[src/rtl/tx_hdmi_pkg.sv]
// Shared definitions for the tx_hdmi video transmitter.
// Holds the default 640x480@60 timing constants, the counter and pixel
// widths, the stage-1 control bundle type and the colour-bar table with
// its lookup helper.
package tx_hdmi_pkg;

  // Default horizontal timing, in pixel clocks.
  localparam int H_ACTIVE_DEF = 640;
  localparam int H_FP_DEF     = 16;
  localparam int H_SYNC_DEF   = 96;
  localparam int H_BP_DEF     = 48;
  localparam int H_TOTAL_DEF  = H_ACTIVE_DEF + H_FP_DEF + H_SYNC_DEF + H_BP_DEF;

  // Default vertical timing, in lines.
  localparam int V_ACTIVE_DEF = 480;
  localparam int V_FP_DEF     = 10;
  localparam int V_SYNC_DEF   = 2;
  localparam int V_BP_DEF     = 33;
  localparam int V_TOTAL_DEF  = V_ACTIVE_DEF + V_FP_DEF + V_SYNC_DEF + V_BP_DEF;

  localparam int CNT_W = 12;   // wide enough for both h and v totals
  localparam int PIX_W = 24;   // {R,G,B} x 8 bits

  // Colour-bar pattern: 8 equal-width bars across the active line.
  localparam int NUM_BARS  = 8;
  localparam int BAR_IDX_W = $clog2(NUM_BARS);
  localparam logic [PIX_W-1:0] BAR_COLOURS [NUM_BARS] = '{
    24'hFFFFFF, 24'hFFFF00, 24'h00FFFF, 24'h00FF00,
    24'hFF00FF, 24'hFF0000, 24'h0000FF, 24'h000000
  };

  // Stage-1 control bundle (sync flags are internal active-high).
  typedef struct packed {
    logic mem_read;
    logic fsync;
    logic hsync;
    logic vsync;
  } ctl_p1_t;

  // Colour for horizontal position x when each bar is bar_w pixels wide.
  // Built from compares rather than a divider; the last bar whose start
  // is at or before x wins.
  function automatic logic [PIX_W-1:0] bar_colour(input int unsigned x,
                                                  input int unsigned bar_w);
    logic [PIX_W-1:0] c;
    c = BAR_COLOURS[0];
    for (int i = 1; i < NUM_BARS; i++) begin
      if (x >= unsigned'(i) * bar_w) c = BAR_COLOURS[BAR_IDX_W'(i)];
    end
    return c;
  endfunction

endpackage

[src/rtl/tx_hdmi_if.sv]
// Bus between tx_hdmi, its frame memory and the video sink.
// master: the transmitter (drives Mem_Read and the Out_* video signals).
// slave : the environment (drives SelHDMI and Mem_Data).
//   SelHDMI    source select, 1 = Mem_Data, 0 = colour bars
//   Mem_Data   pixel from memory, valid the cycle after Mem_Read
//   Mem_Read   pixel fetch request
//   Out_pData  video pixel, Out_pHSync/Out_pVSync syncs, Out_pVDE enable
//   FraimSync  one-cycle frame-start pulse
interface tx_hdmi_if import tx_hdmi_pkg::*; ();

  logic             SelHDMI;
  logic [PIX_W-1:0] Mem_Data;
  logic             Mem_Read;
  logic [PIX_W-1:0] Out_pData;
  logic             Out_pHSync;
  logic             Out_pVSync;
  logic             Out_pVDE;
  logic             FraimSync;

  modport master (
    input  SelHDMI, Mem_Data,
    output Mem_Read, Out_pData, Out_pHSync, Out_pVSync, Out_pVDE, FraimSync
  );

  modport slave (
    output SelHDMI, Mem_Data,
    input  Mem_Read, Out_pData, Out_pHSync, Out_pVSync, Out_pVDE, FraimSync
  );

endinterface

[src/rtl/tx_hdmi_timing.sv]
// Raster timing generator for tx_hdmi.
// Runs the horizontal/vertical position counters and decodes the raster
// regions from them combinationally (stage 0 of the pipeline).
//   clk           pixel clock
//   rstn          asynchronous, active-high reset; counters return to (0,0)
//   hpos_o        low 10 bits of the horizontal counter (bar indexing)
//   active_o      position is inside the visible area
//   hsync_o       position is inside the horizontal sync pulse (active-high)
//   vsync_o       line is inside the vertical sync pulse (active-high)
//   frame_start_o position is (0,0)
module tx_hdmi_timing import tx_hdmi_pkg::*; #(
  parameter int H_ACTIVE = H_ACTIVE_DEF,
  parameter int H_FP     = H_FP_DEF,
  parameter int H_SYNC   = H_SYNC_DEF,
  parameter int H_BP     = H_BP_DEF,
  parameter int V_ACTIVE = V_ACTIVE_DEF,
  parameter int V_FP     = V_FP_DEF,
  parameter int V_SYNC   = V_SYNC_DEF,
  parameter int V_BP     = V_BP_DEF
) (
  input  logic       clk,
  input  logic       rstn,
  output logic [9:0] hpos_o,
  output logic       active_o,
  output logic       hsync_o,
  output logic       vsync_o,
  output logic       frame_start_o
);

  localparam int H_TOTAL = H_ACTIVE + H_FP + H_SYNC + H_BP;
  localparam int V_TOTAL = V_ACTIVE + V_FP + V_SYNC + V_BP;

  localparam logic [CNT_W-1:0] H_LAST   = CNT_W'(H_TOTAL - 1);
  localparam logic [CNT_W-1:0] V_LAST   = CNT_W'(V_TOTAL - 1);
  localparam logic [CNT_W-1:0] H_ACT    = CNT_W'(H_ACTIVE);
  localparam logic [CNT_W-1:0] V_ACT    = CNT_W'(V_ACTIVE);
  localparam logic [CNT_W-1:0] HS_FIRST = CNT_W'(H_ACTIVE + H_FP);
  localparam logic [CNT_W-1:0] HS_LAST  = CNT_W'(H_ACTIVE + H_FP + H_SYNC - 1);
  localparam logic [CNT_W-1:0] VS_FIRST = CNT_W'(V_ACTIVE + V_FP);
  localparam logic [CNT_W-1:0] VS_LAST  = CNT_W'(V_ACTIVE + V_FP + V_SYNC - 1);

  logic [CNT_W-1:0] hcnt_q, hcnt_d;
  logic [CNT_W-1:0] vcnt_q, vcnt_d;

  // vcnt only moves on the cycle hcnt wraps.
  always_comb begin
    hcnt_d = hcnt_q + 1'b1;
    vcnt_d = vcnt_q;
    if (hcnt_q == H_LAST) begin
      hcnt_d = '0;
      vcnt_d = (vcnt_q == V_LAST) ? '0 : vcnt_q + 1'b1;
    end
  end

  always_ff @(posedge clk or posedge rstn) begin
    if (rstn) begin
      hcnt_q <= '0;
      vcnt_q <= '0;
    end else begin
      hcnt_q <= hcnt_d;
      vcnt_q <= vcnt_d;
    end
  end

  assign hpos_o        = hcnt_q[9:0];
  assign active_o      = (hcnt_q < H_ACT) && (vcnt_q < V_ACT);
  assign hsync_o       = (hcnt_q >= HS_FIRST) && (hcnt_q <= HS_LAST);
  // Whole-line vertical sync: depends on vcnt only.
  assign vsync_o       = (vcnt_q >= VS_FIRST) && (vcnt_q <= VS_LAST);
  assign frame_start_o = (hcnt_q == '0) && (vcnt_q == '0);

endmodule

[src/rtl/tx_hdmi.sv]
// Video transmitter: raster timing, frame-memory fetch and pixel output.
// Pipeline: stage 0 = counters/decodes, stage 1 = Mem_Read/FraimSync and
// colour-bar lookup, stage 2 = Out_* registers. Memory data requested in
// stage 1 arrives the next cycle and is captured straight into stage 2.
//   clk   pixel clock
//   rstn  asynchronous, active-high reset
//   bus   tx_hdmi_if master: SelHDMI/Mem_Data in, Mem_Read, Out_pData,
//         Out_pHSync, Out_pVSync, Out_pVDE, FraimSync out
module tx_hdmi import tx_hdmi_pkg::*; #(
  parameter int H_ACTIVE = H_ACTIVE_DEF,
  parameter int H_FP     = H_FP_DEF,
  parameter int H_SYNC   = H_SYNC_DEF,
  parameter int H_BP     = H_BP_DEF,
  parameter int V_ACTIVE = V_ACTIVE_DEF,
  parameter int V_FP     = V_FP_DEF,
  parameter int V_SYNC   = V_SYNC_DEF,
  parameter int V_BP     = V_BP_DEF,
  parameter bit SYNC_POL = 1'b0
) (
  input  logic      clk,
  input  logic      rstn,
  tx_hdmi_if.master bus
);

  localparam int unsigned BAR_W = H_ACTIVE / NUM_BARS;

  logic [9:0] hpos_p0;
  logic       active_p0;
  logic       hsync_p0;
  logic       vsync_p0;
  logic       frame_start_p0;

  tx_hdmi_timing #(
    .H_ACTIVE (H_ACTIVE),
    .H_FP     (H_FP),
    .H_SYNC   (H_SYNC),
    .H_BP     (H_BP),
    .V_ACTIVE (V_ACTIVE),
    .V_FP     (V_FP),
    .V_SYNC   (V_SYNC),
    .V_BP     (V_BP)
  ) u_timing (
    .clk           (clk),
    .rstn          (rstn),
    .hpos_o        (hpos_p0),
    .active_o      (active_p0),
    .hsync_o       (hsync_p0),
    .vsync_o       (vsync_p0),
    .frame_start_o (frame_start_p0)
  );

  // ---- stage 0 -> stage 1 ----
  ctl_p1_t          ctl_p1_q, ctl_p1_d;
  logic [PIX_W-1:0] bar_p1_q;
  logic             sel_q;

  always_comb begin
    ctl_p1_d          = '0;
    ctl_p1_d.mem_read = active_p0;
    ctl_p1_d.fsync    = frame_start_p0;
    ctl_p1_d.hsync    = hsync_p0;
    ctl_p1_d.vsync    = vsync_p0;
  end

  // The source select is captured only at frame start, so a whole frame
  // always comes from one source.
  always_ff @(posedge clk or posedge rstn) begin
    if (rstn) begin
      ctl_p1_q <= '0;
      sel_q    <= 1'b1;
    end else begin
      ctl_p1_q <= ctl_p1_d;
      if (frame_start_p0) sel_q <= bus.SelHDMI;
    end
  end

  // Bar colour is pure data; it is only consumed while mem_read is set.
  always_ff @(posedge clk) begin
    bar_p1_q <= bar_colour(32'(hpos_p0), BAR_W);
  end

  // ---- stage 1 -> stage 2 ----
  logic [PIX_W-1:0] data_p2_q, data_p2_d;
  logic             vld_p2_q;
  logic             hsync_p2_q;
  logic             vsync_p2_q;

  always_comb begin
    data_p2_d = '0;
    if (ctl_p1_q.mem_read) data_p2_d = sel_q ? bus.Mem_Data : bar_p1_q;
  end

  // Blanking data is forced to zero, so the data register is reset too.
  always_ff @(posedge clk or posedge rstn) begin
    if (rstn) begin
      vld_p2_q   <= 1'b0;
      hsync_p2_q <= ~SYNC_POL;
      vsync_p2_q <= ~SYNC_POL;
      data_p2_q  <= '0;
    end else begin
      vld_p2_q   <= ctl_p1_q.mem_read;
      hsync_p2_q <= ctl_p1_q.hsync ? SYNC_POL : ~SYNC_POL;
      vsync_p2_q <= ctl_p1_q.vsync ? SYNC_POL : ~SYNC_POL;
      data_p2_q  <= data_p2_d;
    end
  end

  assign bus.Mem_Read   = ctl_p1_q.mem_read;
  assign bus.FraimSync  = ctl_p1_q.fsync;
  assign bus.Out_pVDE   = vld_p2_q;
  assign bus.Out_pHSync = hsync_p2_q;
  assign bus.Out_pVSync = vsync_p2_q;
  assign bus.Out_pData  = data_p2_q;

endmodule

[src/flat_wrapper.sv]
// flat-port wrapper written by rule: the top's interface ports become plain ports
module tx_hdmi_flat import tx_hdmi_pkg::*;
#(
  parameter int H_ACTIVE = H_ACTIVE_DEF,
  parameter int H_FP     = H_FP_DEF,
  parameter int H_SYNC   = H_SYNC_DEF,
  parameter int H_BP     = H_BP_DEF,
  parameter int V_ACTIVE = V_ACTIVE_DEF,
  parameter int V_FP     = V_FP_DEF,
  parameter int V_SYNC   = V_SYNC_DEF,
  parameter int V_BP     = V_BP_DEF,
  parameter bit SYNC_POL = 1'b0
)
  (clk, rstn, bus_SelHDMI, bus_Mem_Data, bus_Mem_Read, bus_Out_pData, bus_Out_pHSync, bus_Out_pVSync, bus_Out_pVDE, bus_FraimSync);
  tx_hdmi_if bus_i ();
  input  logic clk;
  input  logic rstn;
  input wire logic [$bits(bus_i.SelHDMI)-1:0] bus_SelHDMI;
  input wire logic [$bits(bus_i.Mem_Data)-1:0] bus_Mem_Data;
  output wire logic [$bits(bus_i.Mem_Read)-1:0] bus_Mem_Read;
  output wire logic [$bits(bus_i.Out_pData)-1:0] bus_Out_pData;
  output wire logic [$bits(bus_i.Out_pHSync)-1:0] bus_Out_pHSync;
  output wire logic [$bits(bus_i.Out_pVSync)-1:0] bus_Out_pVSync;
  output wire logic [$bits(bus_i.Out_pVDE)-1:0] bus_Out_pVDE;
  output wire logic [$bits(bus_i.FraimSync)-1:0] bus_FraimSync;
  assign bus_i.SelHDMI = bus_SelHDMI;
  assign bus_i.Mem_Data = bus_Mem_Data;
  assign bus_Mem_Read = bus_i.Mem_Read;
  assign bus_Out_pData = bus_i.Out_pData;
  assign bus_Out_pHSync = bus_i.Out_pHSync;
  assign bus_Out_pVSync = bus_i.Out_pVSync;
  assign bus_Out_pVDE = bus_i.Out_pVDE;
  assign bus_FraimSync = bus_i.FraimSync;
  tx_hdmi #(.H_ACTIVE(H_ACTIVE), .H_FP(H_FP), .H_SYNC(H_SYNC), .H_BP(H_BP), .V_ACTIVE(V_ACTIVE), .V_FP(V_FP), .V_SYNC(V_SYNC), .V_BP(V_BP), .SYNC_POL(SYNC_POL)) u_core (.clk(clk), .rstn(rstn), .bus(bus_i));
endmodule
[config.mk]
export PLATFORM = sky130hd
export DESIGN_NAME = tx_hdmi_flat
export DESIGN_NICKNAME = d
export VERILOG_FILES = /design/src/rtl/tx_hdmi_pkg.sv /design/src/rtl/tx_hdmi_if.sv /design/src/rtl/tx_hdmi_timing.sv /design/src/rtl/tx_hdmi.sv /design/src/flat_wrapper.sv
export SDC_FILE = /design/constraint.sdc
export NUM_CORES = 1
export LEC_CHECK = 0
export CAP_MARGIN = 20
export CORE_AREA = 2 2 80 82
export DETAILED_ROUTE_END_ITERATION = 10
export DIE_AREA = 0 0 82 84
export PLACE_DENSITY = 0.73
export SKIP_CTS_REPAIR_TIMING = 1
export SLEW_MARGIN = 20
export SYNTH_ARGS = -nofsm -noshare
export SYNTH_HDL_FRONTEND = slang
export SYNTH_HIERARCHICAL = 1
export SYNTH_SLANG_ARGS = --single-unit
[constraint.sdc]
create_clock -name clk -period 5.2 [get_ports clk]
set_input_delay 1.04 -clock clk [delete_from_list [all_inputs] [get_ports clk]]
set_output_delay 1.04 -clock clk [all_outputs]
set_load 0.05 [all_outputs]
After elaboration in Yosys (flattened, before gate mapping)
Cells that the tools add are included.
Word-level totals
  flip-flop bits (word level): 80
  input port bits: 27
  output and inout bits: 29
  logic and storage cells: 48
Operators by class
  $add $sub $neg: 2
  $lt $le $gt $ge: 13
  equality and inequality tests: 2
  muxes and demuxes: 13
  reductions and logical operators: 6
Operator list (count)
  $mux 24: 8
  $ge 10x9->1 const B: 3
  $add 12x1->12 const B: 2
  $eq 12x10->1 const B: 2
  $logic_not 12->1: 2
  $mux 12: 2
  $ge 10x8->1 const B: 2
  $ge 12x10->1 const B: 1
  $ge 12x9->1 const B: 1
  $le 12x10->1 const B: 1
  $le 12x9->1 const B: 1
  $lt 12x10->1 const B: 1
  $lt 12x9->1 const B: 1
  $ge 10x10->1 const B: 1
  $ge 10x7->1 const B: 1
  $mux 8: 1
  $logic_and 1x1->1: 4
  $mux 1: 2

Logic depth before layout (Yosys ltp)
Gate-level depths: netlist of run 1.
  word-level depth: 8
  depth in mapped cells: 6
  mapped depth without buffers: 6

Cells and area by module
The synthesis of run 1 kept the hierarchy.
By module, submodules not included
  tx_hdmi_timing: instances 1, cells each 140, area each 1358.8 um^2, sequential area each 600.6 um^2
  tx_hdmi: instances 1, cells each 100, area each 1251.2 um^2, sequential area each 844.6 um^2

Worst setup path before layout of run 1
OpenSTA, ideal clock, no wires.
  path kind: flip-flop to flip-flop
  start: reg u_core.u_timing.hcnt_q[6]
  end: reg u_core.sel_q
  library setup time: 82 ps
  arrival time: 1690 ps
  required time: 5118 ps
  path slack: 3427 ps
  stages on the path, launching flop included: 4
  path buffers: 0
  period minus slack after synthesis: 1773 ps
  path through: dfrtp_1 > or4_4 > nor4_1 > mux2_2
Between the ends
  word-level cells in the longest chain between the ends: 2
RTL lines
  start: declaration: line tx_hdmi_timing.sv:42  | logic [CNT_W-1:0] hcnt_q, hcnt_d;
  start signal: assignment: line tx_hdmi_timing.sv:60  | hcnt_q <= hcnt_d;
  $logic_not 12->1: line tx_hdmi_timing.sv:70  | assign frame_start_o = (hcnt_q == '0) && (vcnt_q == '0);
  $logic_and 1x1->1: line tx_hdmi_timing.sv:70
  via u_core.frame_start_p0: line tx_hdmi.sv:31  | logic frame_start_p0;
  end signal: assignment: line tx_hdmi.sv:73  | if (frame_start_p0) sel_q <= bus.SelHDMI;
  end: declaration: line tx_hdmi.sv:55  | logic sel_q;
The timed path passes the listed nets, and every way through them passes these cells.
A chain may end at the register's enable or synchronous reset.

Worst setup path in the final report of run 1
  start: reg u_core.ctl_p1_q (netlist bit u_core/bus.Mem_Read)
  end: out bus_Mem_Read
RTL lines
  start: declaration: line tx_hdmi.sv:53  | ctl_p1_t ctl_p1_q, ctl_p1_d;
  start signal: assignment: line tx_hdmi.sv:72  | ctl_p1_q <= ctl_p1_d;
  end: declaration: line flat_wrapper.sv:20  | output wire logic [$bits(bus_i.Mem_Read)-1:0] bus_Mem_Read;
No word-level cell between the ends.

==> flow_summary.toml, run 1 <==
[detailed_routing]
drtIter0Drc = 39
final_antenna_net_count = 0
dr.pass1.iters = 4
drc = 0
vias = 1859
drt-wirelength-per-cell_um = 13.7
vias_per_cell = 5.01
finalWirelength_mm = 5.08

[layout]
multiInputGateArea_um2 = 966
register_area_um2 = 1450
drive_gt1_frac = 0.0986
areaGrowthSynthToFinish_pct = 31.0
fill_cells = 525
num_antenna_cells = 0
fin_nets = 320
final_area_um2 = 3380

[worst_setup_path]
path_delay_family = "buffers and inverters"
rr_worst_depth = 5
slowest_delay_ns = 0.92
cp_num_cells = 1
required_ns = 4.16
path_buf_inv = 1
worstSetupStartpointType = "register"
path_cells = "clkdlybuf4s50_1"
end_kind = "output pin"
arrival_ns = 2.01
rr_startpoint = "u_core/u_timing/hcnt_q[6]"
critical_path.slowest_cell = "clkdlybuf4s50_1"
startpoint = "u_core/bus.Mem_Read"
path_class = "register to output pin"
critPathMaxFanout = 26

[die]
io_pins = 56
die_h_um = 84
core_um2 = 6100
start_util = 0.423
rows = 29
die_area_um2 = 6890
die_width_um = 82

[clocking]
h-tree-depth = 3
cts-root-buf = "clkbuf_8"
clockBufferDepth = 2
cts_tree = "built"
path_clk_slew_ns = 0.07
numCtsBuffers = 9
cts.sinks = 58
clk_latency_ns = 0.34

[timing]
relSlewSlack = 0.387
clock_skew_ns = 0.0121
setup_tns_ns = 0
post-route-period-util = 0.586
fmax_mhz = 328
finalSetupViolations = 0
grt_setup_unrepaired = "false"
fin_crit_ns = 3.05
hold_violations = 0
setup_ws_ns = 2.15
final_max_slew_viol_count = 0
tightest_slew_ns = 0.919

[hold_path]
min-delay-start = "u_core/ctl_p1_q[1]"
holdPathStages = 1
min_path_type = "register to register"

[placed_design]
dp_slack_ns = 2.50
place_hpwl_mm = 3.37
placed_area_um2 = 3130
gp_congestion = 0.832
portBuffers = 55

[global_routing]
antenna_found_initial = 0
grt-ovfl-total = 0
grt_pass1_wl_mm = 8.75
grt_max_degree = 33
grt_pass1_vias = 1898
grt.total_usage = 0.166

[power_and_ir_drop]
p_leak_nw = 1.50
power_density_nw_per_um2 = 316
peakVddDrop_mv = 0.156

[run_status]
status = "finished, final reports clean"

[yosys]
yosys_warnings = 6
syn_area_um2 = 2580
syn_avg_cell_area_um2 = 10.9
synth_fp_nets = 267
synth_cells = 236

[job]
timing.max_cap.violations = 0
[flip-flops by register name, summed over array words and instances, names as in the netlist]
| register | count |
|---|---|
| u_core/bus.Out_pData | 24 |
| u_core/bus.Mem_Read | 1 |
| u_core/u_timing/hcnt_q | 12 |
| u_core/bus.Out_pVSync | 1 |
| u_core/ctl_p1_q | 2 |
| u_core/sel_q | 1 |
| u_core/bus.Out_pHSync | 1 |
| u_core/bus.FraimSync | 1 |
| u_core/u_timing/vcnt_q | 12 |
| u_core/bus.Out_pVDE | 1 |
| u_core/bar_p1_q | 2 |
[layer usage]
metal / wire length [um] / GRT usage
met3: 481 / 0.0725
met2: 2210 / 0.246
met5: 0 / 0
met4: 74 / 0.0652
met1: 2310 / 0.210
[layout make-up]
class	instances	share of cell area
Sequential cell	58	0.427
Clock buffer	9	0.0366
Multi-Input combinational cell	146	0.286
Clock inverter	7	0.0344
Inverter	17	0.0189
Timing Repair Buffer	57	0.168
Tap cell	77	0.0285
[through the flow]
step,utilization,total power [W],hold WS (ns),cells
after floorplan,-,0.000535,0.337,236
after global placement,0.513,0.000581,0.339,354
after detailed placement,0.513,0.000582,0.345,354
after CTS,0.553,0.00109,0.350,370
after global routing,0.555,0.00111,0.375,371
final,0.555,0.00107,0.348,371
[worst paths after layout]
| check | end | slack (ns) |
|---|---|---|
| max in group asynchronous | u_core/u_timing/hcnt_q[8] | 3.40 |
| min in group asynchronous | u_core/bus.Out_pData[15] | 1.10 |
| worst min register to register | u_core/bus.Out_pHSync | 0.35 |
| worst min-delay path | u_core/bus.Out_pHSync | 0.35 |
| worst max-delay path | bus_Mem_Read | 2.15 |
| worst max register to register | u_core/u_timing/vcnt_q[10] | 3.05 |
[where the power goes]
group	internal (W)	leakage, nW	switching (W)	total [W]
registers	0.000463	0.686	0.00000559	0.000468
clock network	0.000318	0.120	0.000178	0.000496
logic	0.0000416	0.696	0.0000620	0.000104
total	0.000822	1.50	0.000246	0.00107
[placed cells by master (no fill, tap or decap), drive strengths merged, types with 2 or more instances in the layout]
cell type	count
inv	18
dfrtp	53
or3	2
nand4	8
nor3	4
nor2b	2
a31oi	2
and3	6
nor2	8
dfstp	3
buf	2
clkdlybuf4s50	55
dfxtp	2
nand2b	4
nand3	14
nand2	24
nand3b	2
o21ai	7
ha	4
a21boi	25
a21oi	2
nor4	5
xor2	6
clkinv	2
xnor2	8
nor4b	2
bufinv	3
clkbuf	9
Power figures use the tool's default switching activity.
==> run 2, diff against run 1 <==
Settings changed: PLACE_DENSITY 0.73 to 0.76.
Clock period 5.2 ns to 2.46 ns, I/O delays scaled along.
==> flow_summary.toml, run 2 (same netlist as run 1, synthesis figures left out) <==
[layout]
fill_cells = 512
utilization = 0.558
final_common_cell = "clkdlybuf4s50_1"
final_cell_mix = "clkdlybuf4s50_1 (55), dfrtp_1 (53), a21boi_0 (25), nand2_1 (24), inv_1 (17)"
areaGrowthSynthToFinish_pct = 31.8
multiInputGateArea_um2 = 966
largest_reg_flops = 24
drive_gt1_frac = 0.105
fin_nets = 322
num_antenna_cells = 0
register_area_um2 = 1450

[detailed_routing]
vias = 1900
vias_per_cell = 5.09
final_antenna_net_count = 0
drc = 0
drt-wirelength-per-cell_um = 13.8
dr.pass1.iters = 4
drtIter0Drc = 120
finalWirelength_mm = 5.14

[die]
rows = 29
core_um2 = 6100
die_h_um = 84
die_width_um = 82
io_pins = 56
start_util = 0.423
die_area_um2 = 6890

[job]
timing.max_cap.violations = 0

[worst_setup_path]
slowest_delay_ns = 0.79
arrival_ns = 1.64
critical_path.slowest_cell = "clkdlybuf4s50_1"
path_delay_family = "buffers and inverters"
critPathMaxFanout = 1
worstSetupStartpointType = "register"
end_kind = "output pin"
path_class = "register to output pin"
path_buf_inv = 1
path_cells = "clkdlybuf4s50_1"
required_ns = 1.97

[clocking]
clockBufferDepth = 2
cts.sinks = 58
clk_latency_ns = 0.34
cts_tree = "built"
cts-root-buf = "clkbuf_8"
h-tree-depth = 3
path_clk_slew_ns = 0.07
numCtsBuffers = 9

[global_routing]
grt_pass1_vias = 1799
grt.total_usage = 0.155
grt-ovfl-total = 0
grt_max_degree = 33
antenna_found_initial = 0
grt_pass1_wl_mm = 8.11

[power_and_ir_drop]
power_density_nw_per_um2 = 676
power_w = 0.00230
switchingPower_w = 0.000551
intPower_w = 0.00175
peakVddDrop_mv = 0.417
seqPwrFrac = 0.430
comb_power_share = 0.096
swShare = 0.240
p_leak_nw = 1.51
p_clk_frac = 0.474

[timing]
fmax_mhz = 470
relSlewSlack = 0.648
tightest_slew_ns = 0.527
clock_skew_ns = 0.0124
grt_setup_unrepaired = "false"
hold_violations = 0
setup_tns_ns = 0
fin_worst_hold_slack_ns = 0.353
fin_crit_ns = 2.13
post-route-period-util = 0.865
final_max_slew_viol_count = 0
finalSetupViolations = 0

[hold_path]
min_path_type = "register to register"

[placed_design]
place_hpwl_mm = 3.37
portBuffers = 55
gp_congestion = 0.796

[run_status]
status = "finished, final reports clean"
## run 2: cell type report
type / count / area share
multi-input combinational: 146 / 0.284
sequential: 58 / 0.425
inverter: 17 / 0.0188
timing repair buffer: 59 / 0.171
clock inverter: 7 / 0.0368
clock buffer: 9 / 0.0364
tap: 77 / 0.0283
## run 2: final timing paths
check / start / to / slack, ns / cells after the start
worst max register to register: u_core/u_timing/hcnt_q[6] / u_core/sel_q / 0.45 / 3
max in group asynchronous: rstn / u_core/bus.Out_pHSync / 1.56 / 3
worst min register to register: u_core/ctl_p1_q[1] / u_core/bus.Out_pHSync / 0.35 / 1
worst min-delay path: u_core/ctl_p1_q[1] / u_core/bus.Out_pHSync / 0.35 / 1
min in group asynchronous: rstn / u_core/u_timing/vcnt_q[0] / 0.54 / 3
worst max-delay path: u_core/bus.Out_pVSync / bus_Out_pVSync / 0.33 / 1
## run 2: per-layer routing
layer  share of wire  global-route usage
met5               0                   0
met4           0.014              0.0682
met3           0.076              0.0498
met2            0.44               0.243
met1            0.47               0.193
## run 2: power by group through the flow
stage / Sequential (W) / Clock [W] / Combinational (W)
2_1_floorplan: 0.00109 / 0 / 0.0000429
3_3_place_gp: 0.00101 / 0 / 0.000221
3_5_place_dp: 0.00101 / 0 / 0.000222
4_1_cts: 0.000989 / 0.00112 / 0.000224
5_1_grt: 0.000991 / 0.00116 / 0.000236
6_report: 0.000989 / 0.00109 / 0.000221
## run 2: stage by stage
step | setup WS [ns] | cell area, um^2 | instances
final | 0.333 | 3400 | 373
after global routing | 0.286 | 3400 | 373
after CTS | 0.302 | 3400 | 373
after detailed placement | 0.485 | 3150 | 357
after global placement | 0.582 | 3150 | 357
after floorplan | 0.687 | 2580 | 236
